==> src/rtl/branch_update_unit_pkg.sv <==
// ---------------------------------------------------------------------------
// branch_update_unit_pkg
// Shared definitions for the branch history table (BHT) writer side:
//   - table geometry (entry count, index width, update FIFO depth)
//   - 2-bit prediction counter encodings
//   - the update record that travels from EX to the BHT write port
//   - the saturating counter next-state helper
// ---------------------------------------------------------------------------
package branch_update_unit_pkg;

    localparam int BP_ENTRIES    = 128;
    localparam int BP_IDXW       = $clog2(BP_ENTRIES);
    localparam int BP_FIFO_DEPTH = 4;

    // Record layout, MSB to LSB: idx | pc | target | ctr
    localparam int BP_REC_W = BP_IDXW + 66;

    // Low values lean taken, so the MSB of the counter means "predict not taken"
    typedef enum logic [1:0] {
        BP_ST  = 2'b00,
        BP_WT  = 2'b01,
        BP_WNT = 2'b10,
        BP_SNT = 2'b11
    } bp_ctr_e;

    typedef struct packed {
        logic [BP_IDXW-1:0] idx;
        logic [31:0]        pc;
        logic [31:0]        target;
        logic [1:0]         ctr;
    } bp_rec_t;

    // Taken moves toward ST, not taken moves toward SNT, both saturating
    function automatic logic [1:0] bp_ctr_next(input logic [1:0] ctr, input logic taken);
        logic [1:0] nxt;
        nxt = ctr;
        if (taken) begin
            case (ctr)
                BP_ST:   nxt = BP_ST;
                BP_WT:   nxt = BP_ST;
                BP_WNT:  nxt = BP_WT;
                default: nxt = BP_WNT;
            endcase
        end else begin
            case (ctr)
                BP_ST:   nxt = BP_WT;
                BP_WT:   nxt = BP_WNT;
                BP_WNT:  nxt = BP_SNT;
                default: nxt = BP_SNT;
            endcase
        end
        return nxt;
    endfunction

endpackage

==> src/rtl/bp_update_fifo.sv <==
// ---------------------------------------------------------------------------
// bp_update_fifo
// Small synchronous FIFO that holds pending BHT update records.
// Ports:
//   clk, reset      clock and asynchronous active-high reset
//   push_i, data_i  write a record; taken when not full or when popping too
//   pop_i           remove the head record; ignored when empty
//   data_o          head record, all zeros while empty
//   full_o, empty_o occupancy flags
// ---------------------------------------------------------------------------
module bp_update_fifo #(
    parameter int DEPTH = 4,
    parameter int WIDTH = 8
) (
    input  logic             clk,
    input  logic             reset,
    input  logic             push_i,
    input  logic             pop_i,
    input  logic [WIDTH-1:0] data_i,
    output logic [WIDTH-1:0] data_o,
    output logic             full_o,
    output logic             empty_o
);

    localparam int PTRW = $clog2(DEPTH);

    logic [WIDTH-1:0] mem_q [DEPTH];
    logic [PTRW-1:0]  wr_ptr_q, rd_ptr_q;
    logic [PTRW:0]    count_q, count_d;
    logic             do_push, do_pop;

    assign full_o  = (count_q == (PTRW+1)'(DEPTH));
    assign empty_o = (count_q == '0);

    // A full FIFO still accepts a push when the head leaves in the same cycle
    assign do_pop  = pop_i & ~empty_o;
    assign do_push = push_i & (~full_o | do_pop);

    // Head is forced to zero when empty so stale records never leak out
    assign data_o = empty_o ? '0 : mem_q[rd_ptr_q];

    always_comb begin
        count_d = count_q;
        case ({do_push, do_pop})
            2'b10:   count_d = count_q + 1'b1;
            2'b01:   count_d = count_q - 1'b1;
            default: count_d = count_q;
        endcase
    end

    // Pointers wrap naturally because DEPTH is a power of two
    always_ff @(posedge clk or posedge reset) begin
        if (reset) begin
            for (int i = 0; i < DEPTH; i++) begin
                mem_q[i] <= '0;
            end
            wr_ptr_q <= '0;
            rd_ptr_q <= '0;
            count_q  <= '0;
        end else begin
            if (do_push) begin
                mem_q[wr_ptr_q] <= data_i;
                wr_ptr_q        <= wr_ptr_q + 1'b1;
            end
            if (do_pop) begin
                rd_ptr_q <= rd_ptr_q + 1'b1;
            end
            count_q <= count_d;
        end
    end

endmodule

==> src/rtl/branch_update_unit.sv <==
// ---------------------------------------------------------------------------
// branch_update_unit
// EX-stage branch resolver and BHT writer.
// Ports:
//   clk, reset                 clock, asynchronous active-high reset
//   res_*                      resolved branch plus the fetch-time prediction
//   redirect_valid/_pc         registered one-cycle mispredict redirect
//   upd_valid/_ready, upd_*    queued BHT write records (valid/ready)
//   br_cnt, mispred_cnt        wrapping statistics
//   drop_cnt                   saturating count of records lost to a full queue
// ---------------------------------------------------------------------------
module branch_update_unit
    import branch_update_unit_pkg::*;
#(
    parameter int ENTRIES    = BP_ENTRIES,
    parameter int FIFO_DEPTH = BP_FIFO_DEPTH
) (
    input  logic               clk,
    input  logic               reset,
    input  logic               res_valid,
    input  logic [31:0]        res_pc,
    input  logic [31:0]        res_pcplus4,
    input  logic               res_taken,
    input  logic [31:0]        res_target,
    input  logic               res_hit,
    input  logic [BP_IDXW-1:0] res_idx,
    input  logic [1:0]         res_ctr,
    input  logic [31:0]        res_pred_tgt,
    output logic               redirect_valid,
    output logic [31:0]        redirect_pc,
    output logic               upd_valid,
    input  logic               upd_ready,
    output logic [BP_IDXW-1:0] upd_idx,
    output logic [31:0]        upd_pc,
    output logic [31:0]        upd_target,
    output logic [1:0]         upd_ctr,
    output logic [31:0]        br_cnt,
    output logic [31:0]        mispred_cnt,
    output logic [15:0]        drop_cnt
);

    logic               pred_taken;
    logic               mispredict;
    logic               push_req, push_ok, pop, drop;
    logic               fifo_full, fifo_empty;
    bp_rec_t            rec_in, rec_head;

    logic               redirect_valid_q, redirect_valid_d;
    logic [31:0]        redirect_pc_q,    redirect_pc_d;
    logic [BP_IDXW-1:0] alloc_ptr_q,      alloc_ptr_d;
    logic [31:0]        br_cnt_q,         br_cnt_d;
    logic [31:0]        mispred_cnt_q,    mispred_cnt_d;
    logic [15:0]        drop_cnt_q,       drop_cnt_d;

    // A taken prediction that pointed at the wrong target is also a mispredict
    assign pred_taken = res_hit & ~res_ctr[1];
    assign mispredict = res_valid &
                        ((pred_taken != res_taken) |
                         (pred_taken & res_taken & (res_pred_tgt != res_target)));

    // Hits update their own line; only taken misses are worth allocating
    always_comb begin
        rec_in   = '0;
        push_req = 1'b0;
        if (res_valid) begin
            if (res_hit) begin
                push_req      = 1'b1;
                rec_in.idx    = res_idx;
                rec_in.pc     = res_pc;
                rec_in.target = res_taken ? res_target : res_pred_tgt;
                rec_in.ctr    = bp_ctr_next(res_ctr, res_taken);
            end else if (res_taken) begin
                push_req      = 1'b1;
                rec_in.idx    = alloc_ptr_q;
                rec_in.pc     = res_pc;
                rec_in.target = res_target;
                rec_in.ctr    = BP_ST;
            end
        end
    end

    assign pop     = ~fifo_empty & upd_ready;
    assign push_ok = push_req & (~fifo_full | pop);
    assign drop    = push_req & ~push_ok;

    bp_update_fifo #(
        .DEPTH (FIFO_DEPTH),
        .WIDTH (BP_REC_W)
    ) u_fifo (
        .clk     (clk),
        .reset   (reset),
        .push_i  (push_ok),
        .pop_i   (pop),
        .data_i  (rec_in),
        .data_o  (rec_head),
        .full_o  (fifo_full),
        .empty_o (fifo_empty)
    );

    // The allocation pointer only moves when its record actually entered the queue
    always_comb begin
        redirect_valid_d = mispredict;
        redirect_pc_d    = '0;
        alloc_ptr_d      = alloc_ptr_q;
        br_cnt_d         = br_cnt_q;
        mispred_cnt_d    = mispred_cnt_q;
        drop_cnt_d       = drop_cnt_q;

        if (mispredict) begin
            redirect_pc_d = res_taken ? res_target : res_pcplus4;
        end
        if (push_ok & ~res_hit) begin
            alloc_ptr_d = (alloc_ptr_q == BP_IDXW'(ENTRIES-1)) ? '0 : alloc_ptr_q + 1'b1;
        end
        if (res_valid) begin
            br_cnt_d = br_cnt_q + 32'd1;
        end
        if (mispredict) begin
            mispred_cnt_d = mispred_cnt_q + 32'd1;
        end
        if (drop && (drop_cnt_q != 16'hFFFF)) begin
            drop_cnt_d = drop_cnt_q + 16'd1;
        end
    end

    always_ff @(posedge clk or posedge reset) begin
        if (reset) begin
            redirect_valid_q <= 1'b0;
            redirect_pc_q    <= '0;
            alloc_ptr_q      <= '0;
            br_cnt_q         <= '0;
            mispred_cnt_q    <= '0;
            drop_cnt_q       <= '0;
        end else begin
            redirect_valid_q <= redirect_valid_d;
            redirect_pc_q    <= redirect_pc_d;
            alloc_ptr_q      <= alloc_ptr_d;
            br_cnt_q         <= br_cnt_d;
            mispred_cnt_q    <= mispred_cnt_d;
            drop_cnt_q       <= drop_cnt_d;
        end
    end

    assign redirect_valid = redirect_valid_q;
    assign redirect_pc    = redirect_pc_q;
    assign upd_valid      = ~fifo_empty;
    assign upd_idx        = rec_head.idx;
    assign upd_pc         = rec_head.pc;
    assign upd_target     = rec_head.target;
    assign upd_ctr        = rec_head.ctr;
    assign br_cnt         = br_cnt_q;
    assign mispred_cnt    = mispred_cnt_q;
    assign drop_cnt       = drop_cnt_q;

endmodule

==> config.mk <==
export PLATFORM = sky130hd
export DESIGN_NAME = branch_update_unit
export DESIGN_NICKNAME = d
export VERILOG_FILES = /design/src/rtl/branch_update_unit_pkg.sv /design/src/rtl/bp_update_fifo.sv /design/src/rtl/branch_update_unit.sv
export SDC_FILE = /design/constraint.sdc
export NUM_CORES = 1
export LEC_CHECK = 0
export ABC_CLOCK_PERIOD_IN_PS = 28000
export BUFFER_PORTS_ARGS = -buffer_cell sky130_fd_sc_hd__buf_2
export CORE_ASPECT_RATIO = 1.2
export CORE_MARGIN = 5
export CORE_UTILIZATION = 35
export DETAILED_ROUTE_END_ITERATION = 8
export PLACE_DENSITY_LB_ADDON = 0.1
export SLEW_MARGIN = 40
export SYNTH_ARGS = -nofsm -noshare
export SYNTH_HDL_FRONTEND = slang
export SYNTH_SLANG_ARGS = --single-unit
==> constraint.sdc <==
create_clock -name clk -period 28 [get_ports clk]
set_input_delay 4.2 -clock clk [delete_from_list [all_inputs] [get_ports clk]]
set_output_delay 4.2 -clock clk [all_outputs]
set_load 0.1 [all_outputs]
; Word level (Yosys, flattened, before mapping)
; Cells that the tools add are included.
[op_classes]
addsub = 8
magnitude_cmp = 3
eq_ne = 9
n_mux = 21
bitwise = 20
reduce_logical = 6
[op_table]
columns = cell, n
row1 = 73-bit 2-to-1 mux, 7
row2 = 292-bit bitwise mux, 1
row3 = 73-bit binary-select mux with 2-bit select, 1
row4 = 73-bit demux with 2-bit select, 1
row5 = 32-bit 2-to-1 mux, 3
row6 = 32-bit by 1-bit adder with 32-bit output (second input constant), 2
row7 = 32-bit != test, 1
row8 = 16-bit by 1-bit adder with 16-bit output (second input constant), 1
row9 = 16-bit != test (second input constant), 1
row10 = 1-bit AND, 10
row11 = 2-bit case mux with 2 select lines, 2
row12 = 7-bit by 1-bit adder with 7-bit output (second input constant), 1
row13 = 7-bit == test (second input constant), 1
row14 = 7-bit 2-to-1 mux, 1
row15 = 3-bit >= comparator (second input constant), 2
row16 = 2-bit NOT with 3-bit output, 2
row17 = 3-bit case mux with 2 select lines, 1
row18 = 1-bit NOT, 5
row19 = 2-bit by 1-bit adder with 2-bit output (second input constant), 2
row20 = 2-bit by 1-bit == test with 1-bit output (second input constant), 2
row21 = 2-bit == test (second input constant), 2
row22 = 3-bit by 1-bit adder with 3-bit output (second input constant), 1
row23 = 3-bit == test (second input constant), 1
row24 = 3-bit logical NOT, 1
row25 = 10 further kinds, 15
[totals]
register_bits = 419
input_bits = 143

; Depth between registers and ports, before layout
[logic_depth]
depth_word = 8
mapped_depth = 10
depth_no_buf = 9

; By module
; From an unflattened synthesis, not the netlist that was laid out.
[unflattened]
cells_unflattened = 1512
area_unflattened_um2 = 19959.1
[by_module_without_submodules]
columns = mod, n_inst, cells_each, area_each_um2, seq_area_each_um2
row1 = bp_update_fifo, 1, 825, 13580.5, 7482.2
row2 = branch_update_unit, 1, 687, 6378.6, 3002.9

; Worst setup path before layout
; Ideal clock, no wire load.
[synth_path]
kind = reg2out
from = register u_fifo.count_q[0]
to = output port upd_idx[0]
arrival_time_ps = 2408
required_ps = 23800
path_slack_ps = 21392
path_stages_with_launch = 4
path_cell_list = dfrtp_1 or3_1 clkbuf_1 and2_1
[synth_via]
elab_chain_len = 2
[synth_lines]
columns = item, line_no
row1 = start: declaration, bp_update_fifo.sv:29  ; logic [PTRW:0] count_q, count_d;
row2 = start signal: assignment, bp_update_fifo.sv:68  ; count_q <= count_d;
row3 = 3-bit logical NOT, bp_update_fifo.sv:33  ; assign empty_o = (count_q == '0);
row4 = 73-bit 2-to-1 mux, bp_update_fifo.sv:40  ; assign data_o = empty_o ? '0 : mem_q[rd_ptr_q];
row5 = end: declaration, branch_update_unit.sv:33  ; output logic [BP_IDXW-1:0] upd_idx,
; No other way between the ends.

; Final worst setup path
[layout_path]
from = register u_fifo.rd_ptr_q[1]
to = output port upd_pc[10]
[layout_via]
elab_chain_len = 5
[layout_lines]
columns = item, line_no
row1 = start: declaration, bp_update_fifo.sv:28  ; logic [PTRW-1:0] wr_ptr_q, rd_ptr_q;
row2 = start signal: assignment, bp_update_fifo.sv:66  ; rd_ptr_q <= rd_ptr_q + 1'b1;
row3 = 2-bit NOT with 3-bit output (not written as such), bp_update_fifo.sv:40
row4 = 73-bit binary-select mux with 2-bit select, bp_update_fifo.sv:40
row5 = 73-bit 2-to-1 mux (not written as such) (2 in a row), bp_update_fifo.sv:40
row6 = 73-bit 2-to-1 mux, bp_update_fifo.sv:40
row7 = end: declaration, branch_update_unit.sv:34  ; output logic [31:0] upd_pc,
; No other way between the ends. The select of a mux whose other input is x is not followed.

==> out/metrics.cfg <==
[status]
outcome = complete, no violations

[layout]
area.sequential_sq_um = 10500
share_of_post_route_cells_with_drive_strength_above_1 = 0.334
multi_input_area_sq_um = 8440
postLayoutCoreUtil = 0.425
layout.nets = 2071
nFillCells = 5268
area.growth.synth_to_final_pct = 20.2

[detailed_routing]
totalWireLength_mm = 54.0
drt_first_pass_iters = 4
post_drt_via_cell_ratio = 5.01
drc = 0
dr_total_vias = 13400
drt.antenna.violating_nets = 0
drt_iter0_markers = 764
avgRoutedWirePerCell_um = 20.2

[floorplan]
io-pin-count = 330
die_width_um = 225
die_height_um = 268
fp.dieArea_sq_um = 60300
core_region_area_sq_um = 54900
initial_utilization = 0.353
site_row_count = 94

[pwr]
switching_share = 0.477
cellInternalPower_mw = 1.61
static-leakage-power_nw = 10.9
seqPwrFrac = 0.314
netSwitchingPower_mw = 1.47
ir_drop_mv = 0.150
power_frac_comb = 0.483
p_clk_frac = 0.203
p_per_area_nw_per_um2 = 132

[synthesis]
synthTopCellsByArea = sky130_fd_sc_hd__dfrtp_1 54%, sky130_fd_sc_hd__mux4_2 8.5%, sky130_fd_sc_hd__mux2_2 7.9%
yosys_register_bits = 419
synth-edff-count = 0
yosys.area.top_type = sky130_fd_sc_hd__dfrtp_1
asyncSetResetFlopFracSynth = 1.00
synth_top_area_frac = 0.540
average_cell_area_after_synthesis_sq_um = 12.0
post-synth-top-count-cell = sky130_fd_sc_hd__dfrtp_1
syn-cell-area_sq_um = 19400
synth.yosys.warnings = 0
synthTopCellsByCount = 419 x sky130_fd_sc_hd__dfrtp_1, 232 x sky130_fd_sc_hd__nand2_1, 170 x sky130_fd_sc_hd__o21ai_0
cell_count_after_synthesis = 1622
postSynthNetCount = 1776
postSynth.topFlopCell = sky130_fd_sc_hd__dfrtp_1
synth_seq_area_share = 0.540
synthDistinctLibCells = 47

[place]
count_of_buffers_from_port_buffering = 329
gp_congestion = 0.788
dpl_hpwl_mm = 36.5

[sta]
tightestPinTransition_ps = 773
worst_relative_slew_slack = 0.485
timing.clock.skew_ps = 13.0
setup_viol = 0
fin_crit_share = 0.263
maxClockFrequency_mhz = 136
rsz0062_at_grt = no
finalHoldViolations = 0
finalCriticalPeriod_ps = 7370
finalSetupTns_ps = 0
final-max-slew-violation-count = 0

[grt]
globalRoute.totalOverflow = 0
grt_pass1_wl_mm = 85.1
grt_max_degree = 129
gr_util_all_layers = 0.178
first_global_vias = 14155
grt_antenna_before_repair = 8

[worst_setup_path]
data_arrival_at_the_endpoint_of_the_critical_path_ps = 3170
cp_slowest_cell = sky130_fd_sc_hd__dfrtp_4
timing.critical_path.slowest_cell_delay_ps = 830
cp_top_family = buffers and inverters
timing.critical_path.to_type = primary output
cp_data_required_time_ps = 23800
critPathBufInv = 3
worstSetupStartpointType = flop
timing_worst_setup_path_type = flop to primary output
cp_cell_sequence = buf_4, buf_12, mux4_2, and2_1, buf_2
crit_fanout = 29

[clock_network]
numClockSinks = 419
post_cts.resized_instances = 0
tritoncts = built
cts_setup_buffers = 0
cts-htree-levels = 2
cts_made_buffers = 48
clock_tree.buffer_depth = 3
path_clk_slew_ps = 60
cts_root_buf = sky130_fd_sc_hd__clkbuf_16
worst_skew_pair.late_latency_ps = 580
cts.hold.buffers_added = 0

[flow_run]
timing.max_cap.violations = 0

[worst_hold_path]
hold_path.class = flop to flop

sequential cells by signal, summed over array words and instances (netlist names):
signal	cells
u_fifo.mem_q	292
br_cnt	32
mispred_cnt	32
redirect_pc	32
drop_cnt	16
alloc_ptr_q	7
u_fifo.count_q	3
u_fifo.rd_ptr_q	2
u_fifo.wr_ptr_q	2
redirect_valid	1
cells in the final DEF (no fill, tap or decap), types with 2 or more instances in the layout:
master and count:
sky130_fd_sc_hd__and3_2 4, sky130_fd_sc_hd__xnor2_1 93, sky130_fd_sc_hd__clkbuf_1 15, sky130_fd_sc_hd__nand4_1 24, sky130_fd_sc_hd__nor2_1 64, sky130_fd_sc_hd__clkbuf_8 13, sky130_fd_sc_hd__inv_1 15, sky130_fd_sc_hd__or3_1 2
sky130_fd_sc_hd__xor2_1 24, sky130_fd_sc_hd__nor4_1 3, sky130_fd_sc_hd__nor2_2 2, sky130_fd_sc_hd__mux2i_1 33, sky130_fd_sc_hd__buf_6 9, sky130_fd_sc_hd__ha_1 10, sky130_fd_sc_hd__a22o_1 40, sky130_fd_sc_hd__and4_1 8
sky130_fd_sc_hd__mux4_2 73, sky130_fd_sc_hd__o211ai_1 15, sky130_fd_sc_hd__clkbuf_16 50, sky130_fd_sc_hd__buf_4 8, sky130_fd_sc_hd__buf_2 328, sky130_fd_sc_hd__a31oi_1 3, sky130_fd_sc_hd__dfrtp_1 417, sky130_fd_sc_hd__o21ai_0 170
sky130_fd_sc_hd__dfrtp_4 2, sky130_fd_sc_hd__clkinv_2 4, sky130_fd_sc_hd__o2111ai_1 12, sky130_fd_sc_hd__nand2_4 4, sky130_fd_sc_hd__nor3_1 6, sky130_fd_sc_hd__and3_1 19, sky130_fd_sc_hd__nor2b_1 2, sky130_fd_sc_hd__diode_2 5
sky130_fd_sc_hd__and2_1 76, sky130_fd_sc_hd__bufinv_16 2, sky130_fd_sc_hd__nand3_1 16, sky130_fd_sc_hd__mux2_2 136, sky130_fd_sc_hd__nand2_1 228
final cells by class:
type                       instances  share of cell area
sequential                       419               0.450
multi-input combinational       1085               0.362
timing repair buffer             347              0.0787
clock buffer                      77              0.0631
tap                              720              0.0386
clock inverter                     8             0.00445
inverter                          16             0.00311
antenna                            5            0.000536
through the flow:
| stage | hold slack, ps | instances | setup WS (ps) | power, mW | area (sq um) |
|---|---|---|---|---|---|
| floorplan | 445 | 1622 | 12140 | 2.19 | 19400 |
| global placement | 458 | 2586 | 20980 | 2.47 | 21700 |
| detailed placement | 463 | 2586 | 20950 | 2.49 | 21700 |
| CTS | 474 | 2671 | 20310 | 3.14 | 23300 |
| global route | 489 | 2674 | 20420 | 3.25 | 23300 |
| finish | 472 | 2677 | 20630 | 3.09 | 23300 |
layer usage:
metal  part of all wire  routed length (um)  global-route usage
met5            0.00085                  46                   0
met4              0.018                 948              0.0393
met3              0.057                3080              0.0440
met2               0.48               25700               0.291
met1               0.45               24200               0.244
cell families (layout without fill, tap and decap cells):
logic type / Yosys count / after routing / synth area share
AND/OR/NAND/NOR: 470 / 470 / 0.116
flip-flops: 419 / 419 / 0.540
AO/OA/AOI/OAI: 244 / 244 / 0.0755
multiplexers: 242 / 242 / 0.181
buffers and inverters: 118 / 448 / 0.0271
XOR/XNOR: 117 / 117 / 0.0528
adder cells (fa/ha/maj): 12 / 12 / 0.00799
other: 0 / 5 / 0
final timing paths:
kind                                     from                 to  slack (ps)  depth (start not counted)
max                        u_fifo.rd_ptr_q[1]         upd_pc[10]       20630                          5
min                                br_cnt[31]         br_cnt[31]         470                          1
max reg2reg                 u_fifo.count_q[0]  u_fifo.mem_q[258]       25200                          5
min reg2reg                        br_cnt[31]         br_cnt[31]         470                          1
max in group asynchronous               reset  u_fifo.mem_q[175]       23010                          3
min in group asynchronous               reset  u_fifo.mem_q[112]        3690                          2
power groups by stage:
stage	logic (mW)	clock network, mW	registers [mW]
2_1_floorplan	1.19	0	1.01
3_3_place_gp	1.50	0	0.978
3_5_place_dp	1.51	0	0.982
4_1_cts	1.51	0.653	0.973
5_1_grt	1.58	0.674	1.00
6_report	1.49	0.628	0.970
(Power assumes the default switching activity.)
